File: config.mk
export PLATFORM = sky130hd
export DESIGN_NAME = pipe_arbiter
export DESIGN_NICKNAME = d
export VERILOG_FILES = /design/src/rtl/pipe_arbiter.sv
export SDC_FILE = /design/constraint.sdc
export NUM_CORES = 1
export LEC_CHECK = 0
export CORE_ASPECT_RATIO = 1.1
export CORE_MARGIN = 2
export CORE_UTILIZATION = 36
export CTS_CLUSTER_SIZE = 30
export DETAILED_ROUTE_END_ITERATION = 10
export DONT_BUFFER_PORTS = 1
export PLACE_DENSITY = 0.57
export SLEW_MARGIN = 20
export SYNTH_ARGS = -nofsm -noshare
export SYNTH_HDL_FRONTEND = slang
export SYNTH_SLANG_ARGS = --single-unit
export TNS_END_PERCENT = 20
File: constraint.sdc
create_clock -name CLK -period 1.9 [get_ports CLK]
set_input_delay 0.475 -clock CLK [delete_from_list [all_inputs] [get_ports CLK]]
set_output_delay 0.475 -clock CLK [all_outputs]
set_load 0.02 [all_outputs]
File: src/rtl/pipe_arbiter.sv
// Two-requester round-robin arbiter sharing one downstream enq pipe.
// Each requester owns a one-entry holding slot; messages are forwarded unmodified.
module pipe_arbiter #(
  parameter int WIDTH   = 96,
  parameter int COUNT_W = 16
) (
  input  logic               CLK,
  input  logic               nRST,
  input  logic               in0_enq__ENA,
  input  logic [WIDTH-1:0]   in0_enq_v,
  output logic               in0_enq__RDY,
  input  logic               in1_enq__ENA,
  input  logic [WIDTH-1:0]   in1_enq_v,
  output logic               in1_enq__RDY,
  output logic               out_enq__ENA,
  output logic [WIDTH-1:0]   out_enq_v,
  input  logic               out_enq__RDY,
  output logic               out_src,
  output logic [COUNT_W-1:0] count0,
  output logic [COUNT_W-1:0] count1
);

  logic               r_valid0;
  logic               r_valid1;
  logic [WIDTH-1:0]   r_data0;
  logic [WIDTH-1:0]   r_data1;
  logic               r_last;
  logic [COUNT_W-1:0] r_count0;
  logic [COUNT_W-1:0] r_count1;

  logic w_grant;
  logic w_fire;
  logic w_take0;
  logic w_take1;

  // Grant depends only on registered state, so input RDY never reaches slot RDY.
  always_comb begin
    w_grant = r_last;
    if (r_valid0 && r_valid1) begin
      w_grant = ~r_last;
    end else if (r_valid1) begin
      w_grant = 1'b1;
    end else if (r_valid0) begin
      w_grant = 1'b0;
    end
  end

  assign w_fire  = (r_valid0 | r_valid1) & out_enq__RDY;
  assign w_take0 = in0_enq__ENA & ~r_valid0;
  assign w_take1 = in1_enq__ENA & ~r_valid1;

  assign in0_enq__RDY = ~r_valid0;
  assign in1_enq__RDY = ~r_valid1;
  assign out_enq__ENA = w_fire;
  assign out_enq_v    = w_grant ? r_data1 : r_data0;
  assign out_src      = w_grant;
  assign count0       = r_count0;
  assign count1       = r_count1;

  always_ff @(posedge CLK or negedge nRST) begin
    if (!nRST) begin
      r_valid0 <= 1'b0;
      r_data0  <= '0;
    end else if (w_take0) begin
      r_valid0 <= 1'b1;
      r_data0  <= in0_enq_v;
    end else if (w_fire && !w_grant) begin
      r_valid0 <= 1'b0;
    end
  end

  always_ff @(posedge CLK or negedge nRST) begin
    if (!nRST) begin
      r_valid1 <= 1'b0;
      r_data1  <= '0;
    end else if (w_take1) begin
      r_valid1 <= 1'b1;
      r_data1  <= in1_enq_v;
    end else if (w_fire && w_grant) begin
      r_valid1 <= 1'b0;
    end
  end

  // Reset leaves last=1 so the first tie goes to requester 0.
  always_ff @(posedge CLK or negedge nRST) begin
    if (!nRST) begin
      r_last   <= 1'b1;
      r_count0 <= '0;
      r_count1 <= '0;
    end else if (w_fire) begin
      r_last <= w_grant;
      if (w_grant) begin
        r_count1 <= r_count1 + 1'b1;
      end else begin
        r_count0 <= r_count0 + 1'b1;
      end
    end
  end

endmodule

Yosys cells after proc, flatten, opt, wreduce, memory -nomap -nowiden

Index checks and enable logic that the tools add are counted.

Logic and storage cells: 33
Bits of input ports: 197
Output and inout port bits: 132
Register bits after elaboration: 227

Mux-type cells: 8
Add/subtract/negate cells: 2
Bitwise gates (word level): 8
Reductions and logical operators: 8

Operators by type and width:

| operator              | count |
|---|---|
| $mux 96               | 1 |
| $add 16x1->16 const B | 2 |
| $mux 1                | 7 |
| $not 1->1             | 4 |
| $reduce_and 2->1      | 2 |
| $reduce_bool 2->1     | 2 |
| $and 1x1->1           | 3 |
| $logic_and 1x1->1     | 3 |
| $logic_not 1->1       | 1 |
| $or 1x1->1            | 1 |

Depth between registers and ports, before layout

Gate-level depths: netlist of the first run.

Depth in word-level cells: 7
Depth in mapped cells: 6

Least setup slack after synthesis of the first run

Ideal clock, no wire load.

Kind: register to output
From: reg r_last
To: out out_enq_v[66]
Cell stages (with the launch flop): 6
Slack: -0.177 ns
Arrival: 1.602 ns
Path buffers: 2
Data required time: 1.425 ns
Cells stage by stage: dfstp_2 -> nand2_1 -> o21ai_1 -> buf_4 -> buf_4 -> mux2_1

Cells in the longest elaborated chain, start to end: 4
Elaborated cells on any way between the ends: 5
Those cells by class: mux (4); bitwise (1)

RTL lines:

| element                | RTL line | text |
|---|---|---|
| start, declared        | 27       | `logic r_last;` |
| start signal, assigned | 91       | `r_last <= w_grant;` |
| $mux 1                 | 43       | `end else if (r_valid0) begin` |
| $mux 1                 | 41       | `end else if (r_valid1) begin` |
| $mux 1 (*)             | 39       | `if (r_valid0 && r_valid1) begin` |
| $mux 96 (*)            | 55       | `assign out_enq_v = w_grant ? r_data1 : r_data0;` |
| end, declared          | 16       | `output logic [WIDTH-1:0] out_enq_v,` |

Every way passes the cells marked *; elsewhere a longest branch is shown, timed or not.

Final worst setup path of the first run

From: reg r_last
To: out out_enq_v[78]

Same word-level chain as after synthesis.

==> results by group, run 1 <==
Outcome
  • Status: finished with violations
  • Failing checks: negative hold slack, negative setup slack

Worst setup path
  • CP Capture Type: output pin
  • Crit-path cells: nand2_2, o21ai_4, buf_12, buf_6, mux2_2
  • CP required: 1.42 ns
  • CP Launch Type: flop
  • CP max FO: 11
  • Setup Crit Path Kind: flop to output pin
  • CP Data Arrival Time: 2.00 ns
  • CP bufs+invs: 2
  • CP top delay family: flip-flops
  • Worst path slowest cell: dfstp_2
  • CP peak stage delay: 0.54 ns

Place
  • Global placer's final weighted congestion: 0.8069
  • Dpl cells: 1003
  • Placed cell areas: 10390 um^2
  • Dpl hpwl: 15.72 mm
  • Port bufs: 0

Synthesis
  • Number of library cell types mapped by synthesis: 31
  • Yosys warns: 0
  • Number of synthesized register bits: 227
  • Compound-Gate Fraction of Synth Area: 0.005591
  • Main combinational cell family by area after synthesis: multiplexers
  • Avg Synthesized Cell Area: 15.03 um^2
  • Seq/Total Area, Yosys: 0.5770
  • Synth Area in XOR/XNOR: 0.02668
  • Syn Std Cell Area: 9847 um^2
  • Cells after synthesis: 655
  • Adder-cell share of the synthesized area: 0.002541
  • Net count after synthesis: 854
  • Post-synthesis mux area share: 0.3316
  • Synth Area in Simple Gates: 0.03507

GRT
  • Largest net degree at the start of global routing: 228
  • Overall global routing resource usage: 0.1481
  • Initial antenna violation count: 2
  • First-pass GRT wire length: 33.67 mm
  • Total global routing overflow: 0
  • Vias in the first global route: 6007

STA
  • Max_slew headroom: 0.4968
  • Final worst path period share: 1.300
  • Final Hold Slack: -0.3433 ns
  • RSZ-0062 raised after global routing: yes
  • Slew Limit Fails: 0
  • Setup violations, final: 97
  • Final-report hold violation count: 227
  • Post-route setup slack: -0.5703 ns
  • F_max: 404.8 MHz
  • Worst Max-Slew Pin Slew: 0.7547 ns
  • Crit path time final: 2.470 ns
  • Clock skew: 0.005416 ns

Layout
  • Leading cell types in the layout, fill and taps excluded: mux2_2, dfrtp_1, mux2_4
  • Share of cells above drive strength 1: 0.5331
  • Commonest non-fill, non-tap cell in the layout: mux2_2
  • Filler cells: 2445
  • Post-route cell area: 11460 um^2
  • P&R area growth vs syn: 16.35%
  • Final net count: 876
  • Post-Layout Cell Count: 1052

Detailed routing
  • Avg WL per Cell: 21.75 um
  • Via Count: 5435
  • Post-Route WL: 22.88 mm
  • Initial drt markers: 257
  • Antenna Nets Post-Route: 0
  • DRT Pass-1 Iters: 6
  • DRC Markers: 0
  • Via/cell ratio: 5.166

CTS
  • CTS root buf: clkbuf_16
  • CTS tree: built
  • Clock latency on the worst-skew pair: 0.51 ns
  • H-tree levels: 1
  • Worst-path clk slew: 0.06 ns
  • Sinks on Clock Net: 227
  • Clock Tree Buf Depth: 3
  • Cts bufs inserted: 24

Floorplanning
  • Die height: 177.5 um
  • Row Count: 63
  • Die Wd: 161.7 um
  • Die footprint: 28690 um^2
  • Initial Utilization: 0.3653
  • Core area: 26960 um^2
  • IO Pins: 329

Power and ir drop
  • Static leakage: 0.004870 uW
  • PwrDens: 2103 nW/um^2
  • Tot Pwr: 24090 uW
  • Max VDD drop: 0.0009351 V

Job
  • Max Cap Viol: 0

Hold path
  • Worst hold path type: input port to asynchronous set/reset pin
[sequential cells by signal, indices dropped and copies added, names as in the netlist]
register  cells
count0       16
count1       16
r_data0      96
r_data1      96
r_last        1
r_valid0      1
r_valid1      1
[kinds of logic (layout without fill, tap and decap cells)]
group           after synthesis  in the layout
mux                         290            290
flops                       227            227
simple gates                 59             59
buf+inv                      40             79
xor+xnor                     30             30
compound gates                7              7
fa+ha+maj                     2              2
other cells                   0              1
[synthesized netlist by cell type]
master | count | area share
mux2_2 | 261 | 0.30
dfrtp_1 | 226 | 0.57
mux2_1 | 29 | 0.033
buf_2 | 25 | 0.013
nand2_1 | 18 | 0.0069
xnor2_1 | 18 | 0.016
xor2_1 | 12 | 0.011
buf_4 | 8 | 0.0061
nand3_1 | 7 | 0.0036
nand4_1 | 7 | 0.0044
inv_1 | 6 | 0.0023
nor2_1 | 5 | 0.0019
and3_1 | 4 | 0.0025
nor2b_1 | 4 | 0.0025
nor3_1 | 4 | 0.0020
nor4_1 | 3 | 0.0019
ha_1 | 2 | 0.0025
nor3b_2 | 2 | 0.0025
o21a_1 | 2 | 0.0015
a21o_1 | 1 | 0.00076
a21oi_1 | 1 | 0.00051
and4_1 | 1 | 0.00089
clkbuf_1 | 1 | 0.00038
dfstp_2 | 1 | 0.0027
nand4_4 | 1 | 0.0022
nor4_4 | 1 | 0.0022
o2111ai_2 | 1 | 0.0015
o21ai_1 | 1 | 0.00051
o21bai_1 | 1 | 0.00076
or2_2 | 1 | 0.00064
or3b_1 | 1 | 0.00089
[timing repair]
action | CTS | global route
gates cloned | 0 | 4
endpoints found under the hold margin | 227 | 227
endpoints found under the setup margin | 98 | 97
pin swaps | 1 | 1
setup buffers | 0 | 1
gates resized for setup | 4 | 35
[path summary, 6_finish.rpt]
path / startpoint / end / slack, ns / cells past startpoint
hold / removal: nRST / count1[13] / -0.34 / 0
min in group CLK: in1_enq_v[70] / r_data1[70] / 0.11 / 1
hold reg to reg: r_data1[52] / r_data1[52] / 0.50 / 1
setup / recovery: r_last / out_enq_v[78] / -0.57 / 5
max in group asynchronous: nRST / r_data0[13] / 1.61 / 0
setup reg to reg: count1[1] / count1[8] / 0.22 / 5
[worst register-to-register path, stage by stage (launching register included)]
cell and delay, ns:
dfrtp_1 0.53, ha_1 0.24, nand2_1 0.07, nor3b_2 0.38
nand4_1 0.18, xnor2_1 0.16
[power breakdown]
part | internal (uW) | switching (uW) | leakage [uW]
Combinational | 5110 | 5620 | 0.00176
Clock | 2920 | 1860 | 0.000408
Sequential | 7110 | 1470 | 0.00271
Total | 15100 | 8950 | 0.00487
[cell type report]
cell class,instances,area [um^2],area share
flip-flops and latches,227,5682,0.4959
multi-input cells,388,4115,0.3592
clock buffers,40,782.0,0.06825
well taps,357,446.7,0.03899
repair buffers,30,366.6,0.03200
clock inverters,3,40.04,0.003495
inverters,6,22.52,0.001966
diodes,1,2.502,0.0002184
[per-stage QoR]
stage               worst slack [ns]  hold WS (ns)  utilization  setup TNS [ns]
floorplan                   -0.04850        0.1794            -          -1.383
global placement            -0.06492        0.1859       0.3855          -4.188
detailed placement          -0.07920        0.1837       0.3855          -5.657
CTS                          -0.6283       -0.3762       0.4165          -58.75
global route                 -0.6394       -0.3796       0.4249          -59.17
finish                       -0.5703       -0.3433       0.4250          -52.18
[routing by layer]
layer  GRT usage  part of all wire  up-vias
met2      0.2495              0.49      261
met4     0.05752             0.028        2
met3     0.05702              0.10       51
met5           0           0.00057        -
li1            -                 -     2377
met1      0.1709              0.38     2744
(Power assumes the default switching activity.)
==> run 2: changes to the inputs <==
--- a/config.mk
+++ b/config.mk
@@ -10,6 +10,5 @@
 export CORE_UTILIZATION = 36
-export CTS_CLUSTER_SIZE = 30
+export CTS_CLUSTER_SIZE = 20
 export DETAILED_ROUTE_END_ITERATION = 10
-export DONT_BUFFER_PORTS = 1
-export PLACE_DENSITY = 0.57
+export PLACE_DENSITY = 0.73
 export SLEW_MARGIN = 20
--- a/constraint.sdc
+++ b/constraint.sdc
@@ -3,2 +3,2 @@
 set_output_delay 0.475 -clock CLK [all_outputs]
-set_load 0.02 [all_outputs]
+set_load 0.1 [all_outputs]
==> results by group, run 2 (synthesis results as in run 1) <==
STA
  • Setup TNS: -62.68 ns (was -52.18 ns)
  • Max_slew headroom: 0.6681 (was 0.4968)
  • Post-route setup slack: -0.6876 ns (was -0.5703 ns)
  • Crit path time final: 2.588 ns (was 2.470 ns)
  • Final worst path period share: 1.362 (was 1.300)
  • Setup violations, final: 98 (was 97)
  • Final-report hold violation count: 0 (was 227)
  • Worst Max-Slew Pin Slew: 0.4979 ns (was 0.7547 ns)
  • F_max: 386.5 MHz (was 404.8 MHz)
  • Clock skew: 0.006593 ns (was 0.005416 ns)
  • Slew Limit Fails: 0 (unchanged)
  • RSZ-0062 raised after global routing: yes (unchanged)

Worst setup path
  • CP peak stage delay: 0.37 ns (was 0.54 ns)
  • CP Launch Type: flop (unchanged)
  • CP top delay family: buffers and inverters (was flip-flops)
  • CP max FO: 12 (was 11)
  • Setup Crit Path Kind: flop to output pin (unchanged)
  • Critical R2R Capture: count0[15] (was count1[8])
  • Crit-path cells: buf_4, o21ai_4, buf_12, buf_12, mux2_2, buf_12 (was nand2_2, o21ai_4, buf_12, buf_6, mux2_2)
  • CP Data Arrival Time: 2.11 ns (was 2.00 ns)
  • CP bufs+invs: 4 (was 2)
  • R2r setup slk: 0.20 ns (was 0.22 ns)
  • Worst path slowest cell: dfstp_2 (unchanged)
  • CP required: 1.42 ns (about the same)
  • Most numerous cell on the critical path: buf_12
  • R2R cell count: 6 (was 5)
  • CP Capture Type: output pin (unchanged)
  • Crit Reg-Reg Startpoint: r_last (was count1[1])

CTS
  • Worst-path clk slew: 0.06 ns (about the same)
  • Cts bufs inserted: 26 (was 24)
  • CTS tree: built (unchanged)
  • CTS root buf: clkbuf_16 (unchanged)
  • Sinks on Clock Net: 227 (unchanged)
  • Clock latency on the worst-skew pair: 0.51 ns (about the same)
  • Clock Tree Buf Depth: 3 (unchanged)
  • H-tree levels: 1 (unchanged)

Detailed routing
  • Via/cell ratio: 4.790 (was 5.166)
  • Initial drt markers: 205 (was 257)
  • Via Count: 6759 (was 5435)
  • Avg WL per Cell: 18.72 um (was 21.75 um)
  • Post-Route WL: 26.41 mm (was 22.88 mm)
  • Antenna Nets Post-Route: 0 (unchanged)
  • DRC Markers: 0 (unchanged)
  • DRT Pass-1 Iters: 4 (was 6)

Floorplanning
  • Die footprint: 28690 um^2 (unchanged)
  • Die Wd: 161.7 um (unchanged)
  • Core area: 26960 um^2 (unchanged)
  • Die height: 177.5 um (unchanged)
  • Initial Utilization: 0.3653 (unchanged)
  • IO Pins: 329 (unchanged)
  • Row Count: 63 (unchanged)

Outcome
  • Failing checks: negative setup slack (was negative hold slack, negative setup slack)
  • Status: finished with violations (unchanged)

GRT
  • Most Crowded Layer GR: met2 (unchanged)
  • Routing usage on met3: 0.06006 (was 0.05702)
  • Largest net degree at the start of global routing: 56 (was 228)
  • Initial antenna violation count: 0 (was 2)
  • GR Util met1: 0.2171 (was 0.1709)
  • Overall global routing resource usage: 0.1843 (was 0.1481)
  • GR Util met2: 0.3241 (was 0.2495)
  • Vias in the first global route: 7624 (was 6007)
  • Total global routing overflow: 0 (unchanged)
  • First-pass GRT wire length: 41.98 mm (was 33.67 mm)

Layout
  • Largest regs: r_data0: 96 flops, r_data1: 96 flops (unchanged)
  • Commonest non-fill, non-tap cell in the layout: mux2_2 (unchanged)
  • P&R area growth vs syn: 68.22% (was 16.35%)
  • Final net count: 1233 (was 876)
  • Post-route cell area: 16560 um^2 (was 11460 um^2)
  • Post-Layout Cell Count: 1411 (was 1052)
  • Leading cell types in the layout, fill and taps excluded: mux2_2, dfrtp_1, clkdlybuf4s50_1 (was mux2_2, dfrtp_1, mux2_4)
  • Share of cells above drive strength 1: 0.5190 (was 0.5331)
  • # diodes: 0 (was 1)

Place
  • Placed cell areas: 15560 um^2 (was 10390 um^2)
  • Dpl hpwl: 19.89 mm (was 15.72 mm)
  • Port bufs: 328 (was 0)
  • Global placer's final weighted congestion: 0.7716 (was 0.8069)
  • Dpl cells: 1359 (was 1003)

Job
  • Max Cap Viol: 0 (unchanged)

Hold path
  • Worst hold path type: input port to asynchronous set/reset pin (unchanged)
## run 2: cell types whose count changed in the layout (fill, tap and decap cells not counted), moves of 2 or more
cell / before / now
buf_12: 6 / 157
clkbuf_8: 10 / 6
clkinv_2: 2 / 8
clkdlybuf4s50_1: 0 / 195
mux2_2: 255 / 245
inv_1: 6 / 4
dfrtp_1: 226 / 216
buf_4: 18 / 29
mux2_4: 35 / 45
dfrtp_2: 0 / 10
## run 2: how the worst max path moves through the flow
stage,cells after the start,endpoint,slack [ns],from
global placement,6,out_enq_v[95],-0.19,r_last
CTS,6,out_enq_v[95],-0.73,r_last
finish,6,out_enq_v[21],-0.69,r_last
detailed placement,6,out_enq_v[4],-0.21,r_last
global route,6,out_enq_v[24],-0.78,r_last
floorplan,4,count0[15],-0.17,count0[9]
## run 2: layout make-up
class,instances,area [um^2]
tap,357,446.7
multi-input combinational,388,4161
fill,2041,10390
clock buffer,38,777.0
clock inverter,10,100.1
timing repair buffer,385,5360
inverter,6,25.02
sequential,227,5694
## run 2: what timing repair did
action | 4_1_cts | 5_1_grt
buffers inserted | 3 | 0
hold buffers | 1 | 0
setup endpoints to repair | 99 | 100
pin swaps | 1 | 1
cloned | 0 | 0
endpoints found under the hold margin | 45 | 0
resized for setup | 19 | 7
## run 2: per-layer routing
| metal | wire [um] | part of all wire |
|---|---|---|
| met4 | 612 | 0.023 |
| met1 | 10200 | 0.39 |
| met5 | 0 | 0 |
| met3 | 2257 | 0.085 |
| met2 | 13340 | 0.51 |
## run 2: metrics by stage
step | utilization | hold WS [ns] | worst slack (ns)
after global routing | 0.6145 | 0.5050 | -0.7817
after CTS | 0.6134 | 0.5056 | -0.7258
after global placement | 0.5773 | 0.4561 | -0.1908
after floorplan | - | 0.1794 | -0.1746
after detailed placement | 0.5773 | 0.4530 | -0.2052
final | 0.6145 | 0.4917 | -0.6876
Power of run 2 is left out: the tool's default activity adds up to more than one toggle a clock period on the data nets, which glitch-free logic cannot reach.
